**src/rtl/serial_alu_sequencer.sv**
```systemverilog
`default_nettype none
// ============================================================================
//  Module   : serial_alu_sequencer
//  Brief    : Bit-serial ALU front end; one 1-bit slice walked across WIDTH bits
//             with start/busy/done handshake, SLT resolution and zero/ovf flags.
//  Revision : 1.0 - initial release
// ============================================================================
module serial_alu_sequencer #(
    parameter int WIDTH = 32
) (
    input  logic             clk,
    input  logic             rst_n,
    input  logic             start,
    input  logic [WIDTH-1:0] src_a,
    input  logic [WIDTH-1:0] src_b,
    input  logic [3:0]       alu_ctrl,
    output logic             busy,
    output logic             done,
    output logic [WIDTH-1:0] result,
    output logic             zero,
    output logic             overflow
);

    localparam int                 c_IDX_W = $clog2(WIDTH);
    localparam logic [c_IDX_W-1:0] c_LAST  = c_IDX_W'(WIDTH - 1);

    typedef enum logic [1:0] {
        S_IDLE   = 2'd0,
        S_RUN    = 2'd1,
        S_FINISH = 2'd2
    } state_t;

    state_t r_state;
    state_t w_next_state;

    logic [WIDTH-1:0]   r_a;
    logic [WIDTH-1:0]   r_b;
    logic [3:0]         r_ctrl;
    logic [c_IDX_W-1:0] r_idx;
    logic               r_carry;
    logic [WIDTH-1:0]   r_shadow;
    logic               r_ovf;
    logic               r_set;
    logic [WIDTH-1:0]   r_result;
    logic               r_zero;
    logic               r_overflow;
    logic               r_done;

    logic             w_ai;
    logic             w_bi;
    logic             w_sum;
    logic             w_cout;
    logic             w_bit;
    logic             w_last;
    logic             w_ovf_msb;
    logic             w_legal;
    logic [WIDTH-1:0] w_final;

    // Single 1-bit slice evaluated at the current bit position
    assign w_ai      = r_a[r_idx] ^ r_ctrl[3];
    assign w_bi      = r_b[r_idx] ^ r_ctrl[2];
    assign w_sum     = w_ai ^ w_bi ^ r_carry;
    assign w_cout    = (w_ai & w_bi) | (w_ai & r_carry) | (w_bi & r_carry);
    assign w_ovf_msb = r_carry ^ w_cout;
    assign w_last    = (r_idx == c_LAST);

    always_comb begin
        w_bit = 1'b0;
        case (r_ctrl[1:0])
            2'b00:   w_bit = w_ai & w_bi;
            2'b01:   w_bit = w_ai | w_bi;
            2'b10:   w_bit = w_sum;
            default: w_bit = 1'b0;
        endcase
    end

    always_comb begin
        w_legal = 1'b0;
        case (r_ctrl)
            4'b0000, 4'b0001, 4'b0010,
            4'b0110, 4'b0111, 4'b1100: w_legal = 1'b1;
            default:                   w_legal = 1'b0;
        endcase
    end

    // SLT reports the MSB set signal on bit 0; unsupported codes collapse to 0
    always_comb begin
        w_final = r_shadow;
        if (r_ctrl[1:0] == 2'b11) begin
            w_final[0] = r_set;
        end
        if (!w_legal) begin
            w_final = '0;
        end
    end

    always_ff @(posedge clk) begin
        if (!rst_n) begin
            r_state <= S_IDLE;
        end else begin
            r_state <= w_next_state;
        end
    end

    always_comb begin
        w_next_state = r_state;
        case (r_state)
            S_IDLE:   if (start) w_next_state = S_RUN;
            S_RUN:    if (w_last) w_next_state = S_FINISH;
            S_FINISH: w_next_state = S_IDLE;
            default:  w_next_state = S_IDLE;
        endcase
    end

    always_ff @(posedge clk) begin
        if (!rst_n) begin
            r_a        <= '0;
            r_b        <= '0;
            r_ctrl     <= '0;
            r_idx      <= '0;
            r_carry    <= 1'b0;
            r_shadow   <= '0;
            r_ovf      <= 1'b0;
            r_set      <= 1'b0;
            r_result   <= '0;
            r_zero     <= 1'b0;
            r_overflow <= 1'b0;
            r_done     <= 1'b0;
        end else begin
            r_done <= 1'b0;
            case (r_state)
                S_IDLE: begin
                    if (start) begin
                        r_a     <= src_a;
                        r_b     <= src_b;
                        r_ctrl  <= alu_ctrl;
                        r_idx   <= '0;
                        r_carry <= alu_ctrl[2];
                    end
                end
                S_RUN: begin
                    r_shadow[r_idx] <= w_bit;
                    r_carry         <= w_cout;
                    if (w_last) begin
                        r_ovf <= w_ovf_msb;
                        r_set <= w_sum ^ w_ovf_msb;
                    end else begin
                        r_idx <= r_idx + 1'b1;
                    end
                end
                S_FINISH: begin
                    r_result   <= w_final;
                    r_zero     <= (w_final == '0);
                    r_overflow <= (w_legal && (r_ctrl[1:0] == 2'b10)) ? r_ovf : 1'b0;
                    r_done     <= 1'b1;
                end
                default: ;
            endcase
        end
    end

    assign busy     = (r_state != S_IDLE);
    assign done     = r_done;
    assign result   = r_result;
    assign zero     = r_zero;
    assign overflow = r_overflow;

endmodule
`default_nettype wire

```
**config.mk**
```make
export PLATFORM = sky130hd
export DESIGN_NAME = serial_alu_sequencer
export DESIGN_NICKNAME = d
export VERILOG_FILES = /design/src/rtl/serial_alu_sequencer.sv
export SDC_FILE = /design/constraint.sdc
export NUM_CORES = 1
export LEC_CHECK = 0
export BUFFER_PORTS_ARGS = -buffer_cell sky130_fd_sc_hd__buf_2
export CORE_MARGIN = 4
export CORE_UTILIZATION = 52
export CTS_BUF_LIST = sky130_fd_sc_hd__clkbuf_4 sky130_fd_sc_hd__clkbuf_8
export DETAILED_ROUTE_END_ITERATION = 7
export GPL_TIMING_DRIVEN = 0
export HOLD_SLACK_MARGIN = 0.02
export PLACE_DENSITY = 0.87
export SLEW_MARGIN = 10
export SYNTH_ARGS = -nofsm -noshare
export SYNTH_HDL_FRONTEND = slang
export SYNTH_SLANG_ARGS = --single-unit
export TNS_END_PERCENT = 1
```
**constraint.sdc**
```tcl
create_clock -name clk -period 2.8 [get_ports clk]
set_clock_uncertainty 0.05 [all_clocks]
set_input_delay 0.42 -clock clk [delete_from_list [all_inputs] [get_ports clk]]
set_output_delay 0.42 -clock clk [all_outputs]
set_load 0.01 [all_outputs]
```
[Yosys cells after proc, flatten, opt, wreduce, memory -nomap -nowiden]
Cells that the tools add are included.
Storage, ports and cells
  register bits: 145
  bits in latches: 0
  RAM bits: 0
  memory bits (read-only): 0
  word-level logic and storage cells: 77
  memories kept: 0
Cells by class
  add/sub/neg operators: 1
  multipliers: 0
  divide/modulo/power cells: 0
  $lt $le $gt $ge: 2
  equality and inequality tests: 14
  shift operators: 0
  mux-type cells: 21
  bitwise logic cells: 12
  reduce and logical (&&, ||, !) cells: 14
Operator list (count)
  $bwmux W32: 1
  $logic_not A32 Y1: 1
  $mux W32: 1
  $bmux W1 S5: 2
  $mux W5: 2
  $pmux W5 S2: 1
  $eq A4 B3 Y1 const B: 2
  $mux W1: 8
  $reduce_and A2 Y1: 4
  $eq A2 B2 Y1 const B: 3
  $lt A5 B6 Y1 const B: 1
  $ne A2 B2 Y1 const B: 3
  $reduce_or A6 Y1: 1
  $xor A1 B1 Y1: 6
  $add A5 B1 Y5 const B: 1
  $demux W1 S5: 1
  $eq A5 B5 Y1 const B: 1
  $ge A5 B1 Y1 const B: 1
  $eq A2 B1 Y1 const B: 2
  $eq A4 B1 Y1 const B: 1
  $eq A4 B2 Y1 const B: 1
  $eq A4 B4 Y1 const B: 1
  $logic_not A2 Y1: 2
  $logic_not A4 Y1: 1
  9 further kinds: 16

[Longest topological paths before layout]
  depth in word-level cells: 8
  gate-level depth with buffers: 14
  gate-level depth less buffers: 11

[Worst setup path before layout]
OpenSTA, ideal clock, no wires.
  path kind: reg2reg
  start: register r_idx[1]
  end: register r_shadow[2]
  setup time: 128 ps
  arrival time: 2722 ps
  required time: 2622 ps
  path slack: -100 ps
  cell stages (with the launch flop): 14
  buffers on the path: 3
  clock period less this slack: 2900 ps
  cells stage by stage: dfxtp_1 > buf_2 > buf_2 > mux2i_1 > o22ai_1 > o21ai_0 > nand4_2 > xnor2_1 > fa_1 > mux2i_1 > o21ai_1 > buf_2 > mux2i_1 > nor2_1
Between the ends
  word-level cells in the longest chain between the ends: 7
Ends and longest elaborated chain
  from (decl): RTL line 39  | logic [c_IDX_W-1:0] r_idx;
  from (signal assigned): RTL line 148  | r_idx <= r_idx + 1'b1;
  $bmux W1 S5 (on tied branches): RTL line 60, 61
  $mux W1 (on tied branches): RTL line 60, 61
  $xor A1 B1 Y1 (on tied branches): RTL line 60, 61
  $xor A1 B1 Y1 (2 in series): RTL line 62  | assign w_sum = w_ai ^ w_bi ^ r_carry;
  $pmux W1 S3: RTL line 69  | case (r_ctrl[1:0])
  $bwmux W32 *: RTL line 142  | r_shadow[r_idx] <= w_bit;
  to (signal, indexed assignment): RTL line 142
  to (decl): RTL line 41  | logic [WIDTH-1:0] r_shadow;
Every way passes the cells marked *; elsewhere a longest branch is shown, timed or not. The select of a mux whose other input is x is not followed.
A chain may end at the register's enable or synchronous reset.

[Final worst setup path]
  start: register r_idx[1]
  end: register r_shadow[14]
Same word-level chain as after synthesis.

==> key figures <==
Outcome
  – Status: finished, violations left
  – Failing checks: setup timing

Placed design
  – Place WS: -0.590 ns
  – DPL Wire Length: 11100 microns
  – GP Congestion: 0.878
  – Buffers added on ports: 106

Yosys
  – Mux contribution to synthesized area: 0.0772
  – XOR/XNOR share of the synthesized area: 0.0115
  – Area share of the largest cell type after synthesis: 0.475
  – Largest area contributor in the netlist: dfxtp_1
  – Cells after synthesis: 726
  – #FFs+latches synth: 145
  – Compound-gate portion of the synthesized area: 0.170
  – Synth Cell Area: 6110 sq um
  – Dominant cells by area after synthesis: dfxtp_1 (47%), nand2_1 (11%), a21oi_1 (7.5%)
  – Unique cell type count in the Yosys netlist: 42
  – Seq/Total Area, Yosys: 0.475
  – Synth Area in Simple Gates: 0.199
  – Post-synthesis net count: 806
  – Largest family of logic cells by synthesized area: simple AND/OR/NAND/NOR gates
  – Syn. warnings: 0
  – Syn Area/Cell: 8.42 sq um
  – Adder-Cell Fraction of Synth Area: 0.0209

STA
  – Final Hold Vio Count: 0
  – FMAX: 332 MHz
  – RSZ-0062 raised after global routing: yes
  – Final WS setup: -0.213 ns
  – Period utilisation layout: 1.08
  – Slew margin rel.: 0.567
  – Final setup fails: 33
  – Worst-Margin Slew: 0.650 ns
  – Final min period: 3.01 ns
  – Final Max Slew Viols: 0

Clock tree
  – Clk sinks: 145
  – Root Buffer: clkbuf_8
  – TritonCTS clock tree: built
  – Post-CTS Hold Fix Bufs: 0
  – Max Root-Sink Buffers: 2
  – Clk pin slew, worst setup/hold paths: 0.09 ns
  – Clock Latency Late Sink: 0.44 ns
  – Cts bufs inserted: 17
  – H-tree Lvls: 4

Detailed routing
  – Routed Antenna Nets: 0
  – Number of vias per cell: 5.49
  – Drt pass-1 iters: 6
  – Routed wire length: 15900 microns
  – DR WL/cell: 15.6 microns
  – # DRC: 0
  – Vias: 5583
  – DR iter-0 viols: 398

Die
  – Die Wd: 116 microns
  – Rows: 39
  – Initial Utilization: 0.533
  – Core Area: 11500 sq um
  – Die Y: 116 microns
  – Ports: 107
  – DIE AREA: 13600 sq um

Worst setup path
  – Max FO, Critical Path: 10
  – Required time worst endpoint: 3.12 ns
  – Arrival @ worst endpoint: 3.33 ns
  – Critical path class: reg2reg
  – CP Capture Type: register
  – Worst r2r src: r_idx[1]
  – Register-to-Register Path Depth: 14
  – Crit path launch type: register
  – Reg2reg setup slack: -0.21 ns
  – RR Endpoint: r_shadow[14]

Global route
  – GRT Resource Usage Total: 0.234
  – Initial antenna violation count: 0
  – Vias in the first global route: 5220
  – Most used routing layer in global routing: met2
  – Met1 Use GR: 0.287
  – Largest net degree at the start of global routing: 17
  – Grt ovf: 0
  – Global-route wire length before repair: 24700 microns
  – M2 GR Usage: 0.390
  – Met3 Use GR: 0.0560

Worst hold path
  – Hold-critical path depth: 3
  – Hold Crit Class: in2reg
  – Min-delay src: src_b[8]
  – Hold Path Sink: r_b[8]

Power and ir drop
  – Leakage: 3.02 nW
  – Total power after layout: 0.00419 W
  – Pwr Density: 557 nW/um^2
  – Worst VDD drop: 0.422 mV

Final layout
  – Leading cell type in the layout, fill and taps excluded: nand2_1
  – Fin nets: 941
  – Ant. Diodes: 0
  – Layout cell share with drive strength beyond 1: 0.241
  – Area delta synth->final: 23.0%
  – Commonest non-fill, non-tap cells in the layout: nand2_1 (176), dfxtp_1 (143), buf_2 (114)

Job
  – Max cap viols: 0
-- registers in the layout, summed over array words and instances (netlist names) --
register and count:
r_ovf 1, r_ctrl 4, r_b 32, done 1, overflow 1, zero 1, result 32, r_state 2
r_shadow 32, r_idx 5, r_set 1, r_carry 1, r_a 32
-- kinds of logic (layout without fill, tap and decap cells) --
group | Yosys count | in the layout
flops | 145 | 145
mux | 47 | 47
buf+inv | 59 | 207
xor+xnor | 8 | 8
fa+ha+maj | 9 | 9
simple gates | 285 | 285
compound gates | 173 | 173
-- synth_stat cells --
library cell	n
nand2_1	176
dfxtp_1	145
a21oi_1	92
nor2_1	51
mux2i_1	46
a22o_1	31
clkbuf_1	30
o21ai_0	24
nand3_1	17
buf_2	15
o22ai_1	12
ha_1	7
nor4_1	7
a22oi_1	6
nand4_1	6
nor2b_1	6
inv_1	5
xor2_1	5
buf_4	4
buf_6	4
nand2b_1	4
nand3b_1	4
and2_1	3
xnor2_1	3
a32oi_1	2
fa_1	2
nand4_2	2
or2_2	2
or3_1	2
a211oi_1	1
a311oi_1	1
a31oi_1	1
a32o_1	1
and3_1	1
buf_1	1
mux2_2	1
nor3_1	1
nor3b_1	1
o21ai_1	1
o22ai_2	1
or3b_1	1
or3b_2	1
-- critical path, cell delays in order (launching register included) --
cell	delay, ns
dfxtp_2	0.35
buf_8	0.14
buf_12	0.17
mux2i_2	0.26
o22ai_1	0.10
a32oi_1	0.22
nand4_2	0.25
xnor2_4	0.20
fa_1	0.51
mux2i_1	0.08
o21ai_2	0.16
buf_6	0.15
buf_6	0.14
nand2_1	0.07
a21oi_2	0.12
-- through the flow --
| stage | TNS (ns) | std cells | util | instance area, sq um | hold WS (ns) |
|---|---|---|---|---|---|
| floorplan | 0 | 726 | - | 6130 | 0.382 |
| global placement | -16.08 | 975 | 0.597 | 6840 | 0.391 |
| detailed placement | -17.34 | 975 | 0.597 | 6840 | 0.396 |
| CTS | -4.28 | 1016 | 0.649 | 7440 | 0.137 |
| global route | -8.14 | 1017 | 0.656 | 7520 | 0.140 |
| finish | -5.38 | 1017 | 0.656 | 7520 | 0.154 |
-- per-layer routing --
metal,share of wire,vias up
met1,0.42,2561
met2,0.48,207
li1,-,2760
met5,0,-
met3,0.062,55
met4,0.037,0
-- how the worst max path moves through the flow --
stage / to / slack [ns] / cells after the start / startpoint
after detailed placement: r_shadow[14] / -0.59 / 13 / r_idx[1]
after global routing: r_shadow[10] / -0.31 / 14 / r_idx[1]
after floorplan: r_shadow[30] / 0.03 / 13 / r_idx[1]
after CTS: r_shadow[2] / -0.21 / 14 / r_idx[1]
after global placement: r_shadow[24] / -0.54 / 13 / r_idx[1]
final: r_shadow[14] / -0.21 / 14 / r_idx[1]
-- report_power, final --
part	total (W)	internal, W	switching, W
registers	0.00217	0.00212	0.0000407
logic	0.000476	0.000196	0.000281
clock network	0.00155	0.000651	0.000895
total	0.00419	0.00297	0.00122
-- cell type report --
type	count	area, sq um
Multi-Input combinational cell	522	3080
Clock inverter	15	140
Tap cell	143	179
Timing Repair Buffer	117	637
Inverter	5	18.8
Clock buffer	17	234
Sequential cell	145	2910
Buffer	53	327
Fill cell	933	3950
-- timing repair --
item | in CTS | in global routing
endpoints found under the setup margin | 33 | 33
cloned | 1 | 0
pin swaps | 11 | 8
gates resized for setup | 35 | 24
setup buffers | 8 | 4
(Power assumes the default switching activity.)
